### config.mk
export PLATFORM = sky130hd
export DESIGN_NAME = timer_cnt_cmp_flat
export DESIGN_NICKNAME = d
export VERILOG_FILES = /design/src/rtl/timer_cnt_cmp_if.sv /design/src/rtl/timer_cnt_cmp.sv /design/src/flat_wrapper.sv
export SDC_FILE = /design/constraint.sdc
export NUM_CORES = 1
export LEC_CHECK = 0
export CORE_UTILIZATION = 55
export CTS_CLUSTER_SIZE = 24
export DETAILED_ROUTE_END_ITERATION = 10
export PLACE_DENSITY = 0.85
export SYNTH_ARGS = -nofsm -noshare
export SYNTH_HDL_FRONTEND = slang
export SYNTH_SLANG_ARGS = --single-unit
### constraint.sdc
create_clock -name clk -period 5.25 [get_ports clk]
set_clock_uncertainty 0.2 [all_clocks]
set_input_delay 1.05 -clock clk [delete_from_list [all_inputs] [get_ports clk]]
set_output_delay 1.05 -clock clk [all_outputs]
set_load 0.05 [all_outputs]
### src/rtl/timer_cnt_cmp_if.sv
// Interface bundling the timer counter/compare control inputs and status outputs.
// The master modport drives it (divider/halt control and software); the slave is the counter block.
interface timer_cnt_cmp_if #(
    parameter int CNT_W = 64
);
    logic             cnt_en;
    logic             halt_ack;
    logic             wr_en;
    logic [1:0]       wr_sel;
    logic [31:0]      wdata;
    logic             int_en;
    logic             int_clr;
    logic [CNT_W-1:0] cnt;
    logic [CNT_W-1:0] cmp;
    logic             int_st;
    logic             tim_int;
    logic             wrap;
    logic             halted;

    modport master (
        output cnt_en, halt_ack, wr_en, wr_sel, wdata, int_en, int_clr,
        input  cnt, cmp, int_st, tim_int, wrap, halted
    );

    modport slave (
        input  cnt_en, halt_ack, wr_en, wr_sel, wdata, int_en, int_clr,
        output cnt, cmp, int_st, tim_int, wrap, halted
    );
endinterface

### src/rtl/timer_cnt_cmp.sv
// Free-running main counter with compare register, sticky match status and interrupt line.
// Counter and compare are software-writable in 32-bit halves; counting only on cnt_en.
module timer_cnt_cmp #(
    parameter int               CNT_W   = 64,
    parameter logic [CNT_W-1:0] CMP_RST = {CNT_W{1'b1}}
) (
    input  logic             clk,
    input  logic             rst_n,
    timer_cnt_cmp_if.slave   bus
);
    localparam int HI_W = CNT_W - 32;

    logic [CNT_W-1:0] cnt_q, cnt_d;
    logic [CNT_W-1:0] cmp_q, cmp_d;
    logic             int_st_q, int_st_d;
    logic             wrap_q, wrap_d;
    logic             halted_q, halted_d;
    logic             match;

    // Software writes to the counter pre-empt the increment for that cycle.
    always_comb begin
        cnt_d  = cnt_q;
        wrap_d = 1'b0;
        if (bus.wr_en && bus.wr_sel == 2'd0) begin
            cnt_d[31:0] = bus.wdata;
        end else if (bus.wr_en && bus.wr_sel == 2'd1) begin
            cnt_d[CNT_W-1:32] = bus.wdata[HI_W-1:0];
        end else if (bus.cnt_en) begin
            cnt_d  = cnt_q + CNT_W'(1);
            wrap_d = &cnt_q;
        end
    end

    always_comb begin
        cmp_d = cmp_q;
        if (bus.wr_en && bus.wr_sel == 2'd2) begin
            cmp_d[31:0] = bus.wdata;
        end else if (bus.wr_en && bus.wr_sel == 2'd3) begin
            cmp_d[CNT_W-1:32] = bus.wdata[HI_W-1:0];
        end
    end

    // Level-based match on pre-edge values; a live match overrides a clear request.
    assign match = (cnt_q == cmp_q);

    always_comb begin
        int_st_d = int_st_q;
        if (match) begin
            int_st_d = 1'b1;
        end else if (bus.int_clr) begin
            int_st_d = 1'b0;
        end
    end

    assign halted_d = bus.halt_ack;

    always_ff @(posedge clk or negedge rst_n) begin
        if (!rst_n) begin
            cnt_q    <= '0;
            cmp_q    <= CMP_RST;
            int_st_q <= 1'b0;
            wrap_q   <= 1'b0;
            halted_q <= 1'b0;
        end else begin
            cnt_q    <= cnt_d;
            cmp_q    <= cmp_d;
            int_st_q <= int_st_d;
            wrap_q   <= wrap_d;
            halted_q <= halted_d;
        end
    end

    assign bus.cnt     = cnt_q;
    assign bus.cmp     = cmp_q;
    assign bus.int_st  = int_st_q;
    assign bus.tim_int = int_st_q & bus.int_en;
    assign bus.wrap    = wrap_q;
    assign bus.halted  = halted_q;
endmodule

### src/flat_wrapper.sv
// flat-port wrapper written by rule: the top's interface ports become plain ports
module timer_cnt_cmp_flat 
#(
    parameter int               CNT_W   = 64,
    parameter logic [CNT_W-1:0] CMP_RST = {CNT_W{1'b1}}
)
  (clk, rst_n, bus_cnt_en, bus_halt_ack, bus_wr_en, bus_wr_sel, bus_wdata, bus_int_en, bus_int_clr, bus_cnt, bus_cmp, bus_int_st, bus_tim_int, bus_wrap, bus_halted);
  timer_cnt_cmp_if #(.CNT_W(CNT_W)) bus_i ();
  input  logic clk;
  input  logic rst_n;
  input wire logic [$bits(bus_i.cnt_en)-1:0] bus_cnt_en;
  input wire logic [$bits(bus_i.halt_ack)-1:0] bus_halt_ack;
  input wire logic [$bits(bus_i.wr_en)-1:0] bus_wr_en;
  input wire logic [$bits(bus_i.wr_sel)-1:0] bus_wr_sel;
  input wire logic [$bits(bus_i.wdata)-1:0] bus_wdata;
  input wire logic [$bits(bus_i.int_en)-1:0] bus_int_en;
  input wire logic [$bits(bus_i.int_clr)-1:0] bus_int_clr;
  output wire logic [$bits(bus_i.cnt)-1:0] bus_cnt;
  output wire logic [$bits(bus_i.cmp)-1:0] bus_cmp;
  output wire logic [$bits(bus_i.int_st)-1:0] bus_int_st;
  output wire logic [$bits(bus_i.tim_int)-1:0] bus_tim_int;
  output wire logic [$bits(bus_i.wrap)-1:0] bus_wrap;
  output wire logic [$bits(bus_i.halted)-1:0] bus_halted;
  assign bus_i.cnt_en = bus_cnt_en;
  assign bus_i.halt_ack = bus_halt_ack;
  assign bus_i.wr_en = bus_wr_en;
  assign bus_i.wr_sel = bus_wr_sel;
  assign bus_i.wdata = bus_wdata;
  assign bus_i.int_en = bus_int_en;
  assign bus_i.int_clr = bus_int_clr;
  assign bus_cnt = bus_i.cnt;
  assign bus_cmp = bus_i.cmp;
  assign bus_int_st = bus_i.int_st;
  assign bus_tim_int = bus_i.tim_int;
  assign bus_wrap = bus_i.wrap;
  assign bus_halted = bus_i.halted;
  timer_cnt_cmp #(.CNT_W(CNT_W), .CMP_RST(CMP_RST)) u_core (.clk(clk), .rst_n(rst_n), .bus(bus_i));
endmodule
; Word-level counts from Yosys, hierarchy flattened
; Index checks and enable logic that the tools add are counted.
[classes]
add_sub_neg = 1
n_eq_ne = 5
mux = 9
n_bitwise = 3
n_reduce_logical = 12
[op_table]
columns = op, count
row1 = 2-to-1 mux 32 bit, 3
row2 = "adder 64 x 1 -> 64 bit, second input constant", 1
row3 = == test 64 bit, 1
row4 = 2-to-1 mux 64 bit, 1
row5 = AND reduction 64 bit, 1
row6 = AND reduction 2 bit, 3
row7 = nonzero test 2 bit, 3
row8 = 2-to-1 mux 1 bit, 5
row9 = "== test 2 bit, second input constant", 2
row10 = logical AND 1 bit, 4
row11 = "== test 2 x 1 -> 1 bit, second input constant", 1
row12 = logical NOT 2 bit, 1
row13 = "!= test 2 x 1 -> 1 bit, second input constant", 1
row14 = NOT 1 bit, 2
row15 = AND 1 bit, 1
[word_totals]
reg_bits = 131
in_bits = 41
out_inout_bits = 132
wordCells = 37

; Depth between registers and ports, before layout
[logic_depth]
depth_word = 4
depth_mapped = 8
ltp_nobuf = 6

; Least setup slack after synthesis
; No wires, ideal clock.
[synth_path]
kind = input port to flip-flop
start = input bus_wr_sel[1]
end = register u_core.cnt_q[53] (netlist: u_core.bus.cnt[53])
setup_ns = 0.082
arrival_time_ns = 2.449
t_required_ns = 4.968
path_slack_ns = 2.520
stages = 7
path_buffers = 2
cell_sequence = nand2b_1 > and4_1 > buf_2 > nand4_2 > buf_6 > or4_1 > a31oi_1
[synth_between]
elab_chain_len = 4
word_cells_on_any_way = 8
classes_between = eq/ne: 1 / mux: 1 / bitwise: 1 / reduce/logical: 5
[synth_lines]
columns = item, line_no
row1 = start: declaration, flat_wrapper.sv:14  ; input wire logic [$bits(bus_i.wr_sel)-1:0] bus_wr_sel;
row2 = == test 2 x 1 -> 1 bit or logical NOT 2 bit (tied branches), "timer_cnt_cmp.sv:26, timer_cnt_cmp.sv:24"
row3 = "logical AND 1 bit, on equally long branches", "timer_cnt_cmp.sv:26, timer_cnt_cmp.sv:24"
row4 = nonzero test 2 bit (no source line) or NOT 1 bit (tied branches), -
row5 = AND reduction 2 bit (no source line), -
row6 = end signal: assignment, timer_cnt_cmp.sv:65  ; cnt_q <= cnt_d;
row7 = end: declaration, timer_cnt_cmp.sv:13  ; logic [CNT_W-1:0] cnt_q, cnt_d;
; Several ways; a longest one is shown, not always the timed one.
; A chain may end at the register's enable or synchronous reset.

; Worst setup path in the final report
[layout_path]
start = input bus_int_en
end = output bus_tim_int
[layout_between]
elab_chain_len = 1
[layout_lines]
columns = item, line_no
row1 = start: declaration, flat_wrapper.sv:16  ; input wire logic [$bits(bus_i.int_en)-1:0] bus_int_en;
row2 = AND 1 bit, timer_cnt_cmp.sv:76  ; assign bus.tim_int = int_st_q & bus.int_en;
row3 = end: declaration, flat_wrapper.sv:21  ; output wire logic [$bits(bus_i.tim_int)-1:0] bus_tim_int;
; Every way passes these cells.

==> metrics list <==
- Synthesis handed over a netlist of 747 instances.
- Area of the core region: 13300 µm²
* Final layout net count: 943
- Worst Setup Slack post-DPL: 1519 ps
* # resized after CTS: 0
* Worst vdd rail ir drop: 0.2798 mV
* Area share of the leading cell type in the synthesized netlist: 22.39%
* TritonCTS clock tree: built
- In the layout the commonest cells are 171 x sky130_fd_sc_hd__clkdlybuf4s50_1, 71 x sky130_fd_sc_hd__xnor2_1, 67 x sky130_fd_sc_hd__dfrtp_1.
* Total of warnings raised by yosys: 0
* Fin util: 74.81%
* Die outline width: 118.9 µm
- Walking the worst path, the cells encountered are clkdlybuf4s50_1 -> and2_1 -> clkdlybuf4s50_1.
- Total of hold buffers inserted after clock tree synthesis: 0
* Synth Register Bits: 131
- Across every metal layer, demand over resource in global routing totals 42.33%.
- In this run the post-CTS setup repair buffer count came out at 0.
- First drt pass iteration count: 6
- Status: finished clean
* Top_reg_cell synth: sky130_fd_sc_hd__dfrtp_1
* Final worst path period need: 3654 ps
* Antenna violations before repair: 0
- Number of enable flip-flop cells after synthesis: 0
- The die covers 14130 µm².
- Min setup slack post-route: 1596 ps
- Yosys top cell by area: sky130_fd_sc_hd__dfstp_2
- Post-route DRC: 0
- The critical path is of the in2out type.
- Of the available clock period, the critical path in the final layout requires 69.61%.
- Setup repair after global routing left no endpoint under its margin.
- The worst setup path is captured at an output pin.
- In this run the worst path has a maximum fanout of 1.
* Arrival @ worst endpoint: 2400 ps
- The final hold violation count is 0.
* Pin count of the biggest net entering global routing: 79
* Total of max-cap violations: 0
* Ant. Diodes: 0
- Among the stages of the critical path, the cell type that occurs most often is sky130_fd_sc_hd__clkdlybuf4s50_1.
* Final Slew Violations: 0
* Routed wire length per instance: 26.73 µm
* Worst slew margin: 13.75%
- Required time of the worst setup path: 4000 ps
- The final route contains 7292 vias.
- In this run, the number of DRC markers left after iteration 0 of detailed routing was 1122.
* Maximum operating frequency: 273.6 MHz
- The die is 118.9 µm tall.
- Summed over all layers, the routed wires come to 29110 µm.
- Area growth, synth to finish: 32.40%
- First-pass GRT wire length: 43970 µm
* Antenna Violating Nets Remaining: 0
- In this run the power density over the cells is 469.1 nW/µm².
- The number of nets in the synthesized netlist is 789.
- The cell sitting at the root of the clock tree is a sky130_fd_sc_hd__clkbuf_16.
- IO Count: 173
* Avg Vias per Cell: 6.696
* Synth Area per Inst: 10.06 µm²
- Worst-margin pin slew: 1290 ps
- Clock network latency to the later pin of the worst-skew pair: 430 ps
- Number of buffer and inverter stages on the critical path: 2
* I/O Buffers: 172
- The library cell used most frequently in the layout, excluding fill and tap cells, is sky130_fd_sc_hd__clkdlybuf4s50_1.
* CTS H-Tree Depth: 4
* Leakage power total: 0.003651 µW
- For this run the aggregate overflow at the end of global routing stands at 0.
* Critical-path cell with the highest stage delay: sky130_fd_sc_hd__clkdlybuf4s50_1
- Cells with a size suffix above 1 make up 20.26% of the layout.
* Clock-pin slew reported for the worst setup and hold paths after clock tree synthesis: 60 ps
- Mapped Area: 7512 µm²
- Type of the worst min-delay path: reg2reg
- Synth top area cells: sky130_fd_sc_hd__dfstp_2 22%, sky130_fd_sc_hd__dfrtp_1 22%, sky130_fd_sc_hd__mux2_2 9.4%, sky130_fd_sc_hd__xnor2_1 8.3%, sky130_fd_sc_hd__nand4_1 5.2%
- Via count of the first global-routing pass: 7201
* Cts bufs inserted: 17
- Detail Placement HPWL: 21560 µm
* Initial core utilization: 56.50%
- Final setup viols: 0
- In the synthesized netlist the async set-or-reset flop fraction comes to 100.0%.
* Count of standard-cell rows: 42
- After synthesis, flip-flops and latches occupy 44.70% of the total area.
* Critical Path Source Type: input pin
- Family with the most delay on the worst path: buffers and inverters
* Sink count of the clock tree: 131
* Count of distinct cell types in the synthesized netlist: 48
- CTS Buffer Depth: 2
- Delay contributed by the slowest stage of the critical path: 790 ps
* Final setup TNS: 0 ps
- At the end of routability-driven placement, the weighted congestion stood at 0.9695.
[cell type report]
| class | instances | area, µm² |
|---|---|---|
| multi-input cells | 560 | 3906 |
| flip-flops and latches | 131 | 3358 |
| fillers | 893 | 3349 |
| repair buffers | 179 | 1784 |
| clock buffers | 19 | 452.9 |
| well taps | 176 | 220.2 |
| clock inverters | 12 | 178.9 |
| inverters | 12 | 45.04 |
[power breakdown]
group          total, µW  internal, µW  switching [µW]
clock network       1300           819             476
registers           1610          1270             343
logic               1760           629            1130
[flip-flops by register name (all words and copies together), names as in the netlist]
signal / flops
u_core.bus.wrap: 1
u_core.bus.cnt: 64
u_core.bus.cmp: 64
u_core.bus.int_st: 1
u_core.bus.halted: 1
[worst register-to-register path, cell delays in order, from the launching register on]
cell	delay [ps]
sky130_fd_sc_hd__dfrtp_1	620
sky130_fd_sc_hd__and4_4	350
sky130_fd_sc_hd__and4_1	440
sky130_fd_sc_hd__nand4_1	560
sky130_fd_sc_hd__or4_1	630
sky130_fd_sc_hd__a31oi_1	210
[routing by layer]
layer	share of wire, %	wire length [µm]	global-route usage, %
met3	9.1	2659	8.716
met2	48	13930	67.91
met5	0	0	0
met4	4.8	1406	21.76
met1	38	11120	54.31
[Yosys cell counts (all sizes together), types with 4 or more instances]
| master | number |
|---|---|
| xnor2 | 71 |
| dfrtp | 67 |
| nand4 | 67 |
| dfstp | 64 |
| nand2 | 64 |
| mux2 | 63 |
| nor2 | 46 |
| o21ai | 40 |
| a31oi | 29 |
| clkbuf | 28 |
| nand3 | 21 |
| xor2 | 18 |
| and4 | 16 |
| buf | 16 |
| and3 | 15 |
| or4 | 15 |
| nor4 | 14 |
| or3 | 13 |
| inv | 12 |
| o31ai | 11 |
| and2 | 9 |
| nor3 | 8 |
| a21oi | 5 |
| nand3b | 4 |
| o211ai | 4 |
| o41ai | 4 |
[final timing paths]
| kind | end | from | depth (start not counted) | slack [ps] |
|---|---|---|---|---|
| setup reg to reg | u_core.bus.cnt[58] | u_core.bus.cnt[18] | 5 | 2160 |
| hold / removal | u_core.bus.cmp[48] | u_core.bus.cmp[48] | 2 | 320 |
| min in group asynchronous | u_core.bus.cnt[33] | rst_n | 1 | 600 |
| setup / recovery | bus_tim_int | bus_int_en | 3 | 1600 |
| max in group asynchronous | u_core.bus.cmp[16] | rst_n | 2 | 3130 |
| hold reg to reg | u_core.bus.cmp[48] | u_core.bus.cmp[48] | 2 | 320 |
[logic make-up after synthesis]
logic type	Yosys count	share of synthesized area (%)
xor+xnor	89	10.38
compound gates	99	8.061
simple gates	306	23.65
mux	65	9.710
flops	131	44.70
fa+ha+maj	1	0.1665
buf+inv	56	3.331
[per-stage QoR]
step           hold slack [ps]  total power (µW)  instance area [µm²]  instances
2_1_floorplan            401.6              2646                 7512        747
5_1_grt                  354.8              4779                 9946       1089
4_1_cts                  324.4              4638                 9946       1089
6_report                 324.0              4665                 9946       1089
3_3_place_gp             289.9              3298                 9314       1058
3_5_place_dp             310.3              3342                 9314       1058
Note: power is estimated with default switching activity, not from simulation.
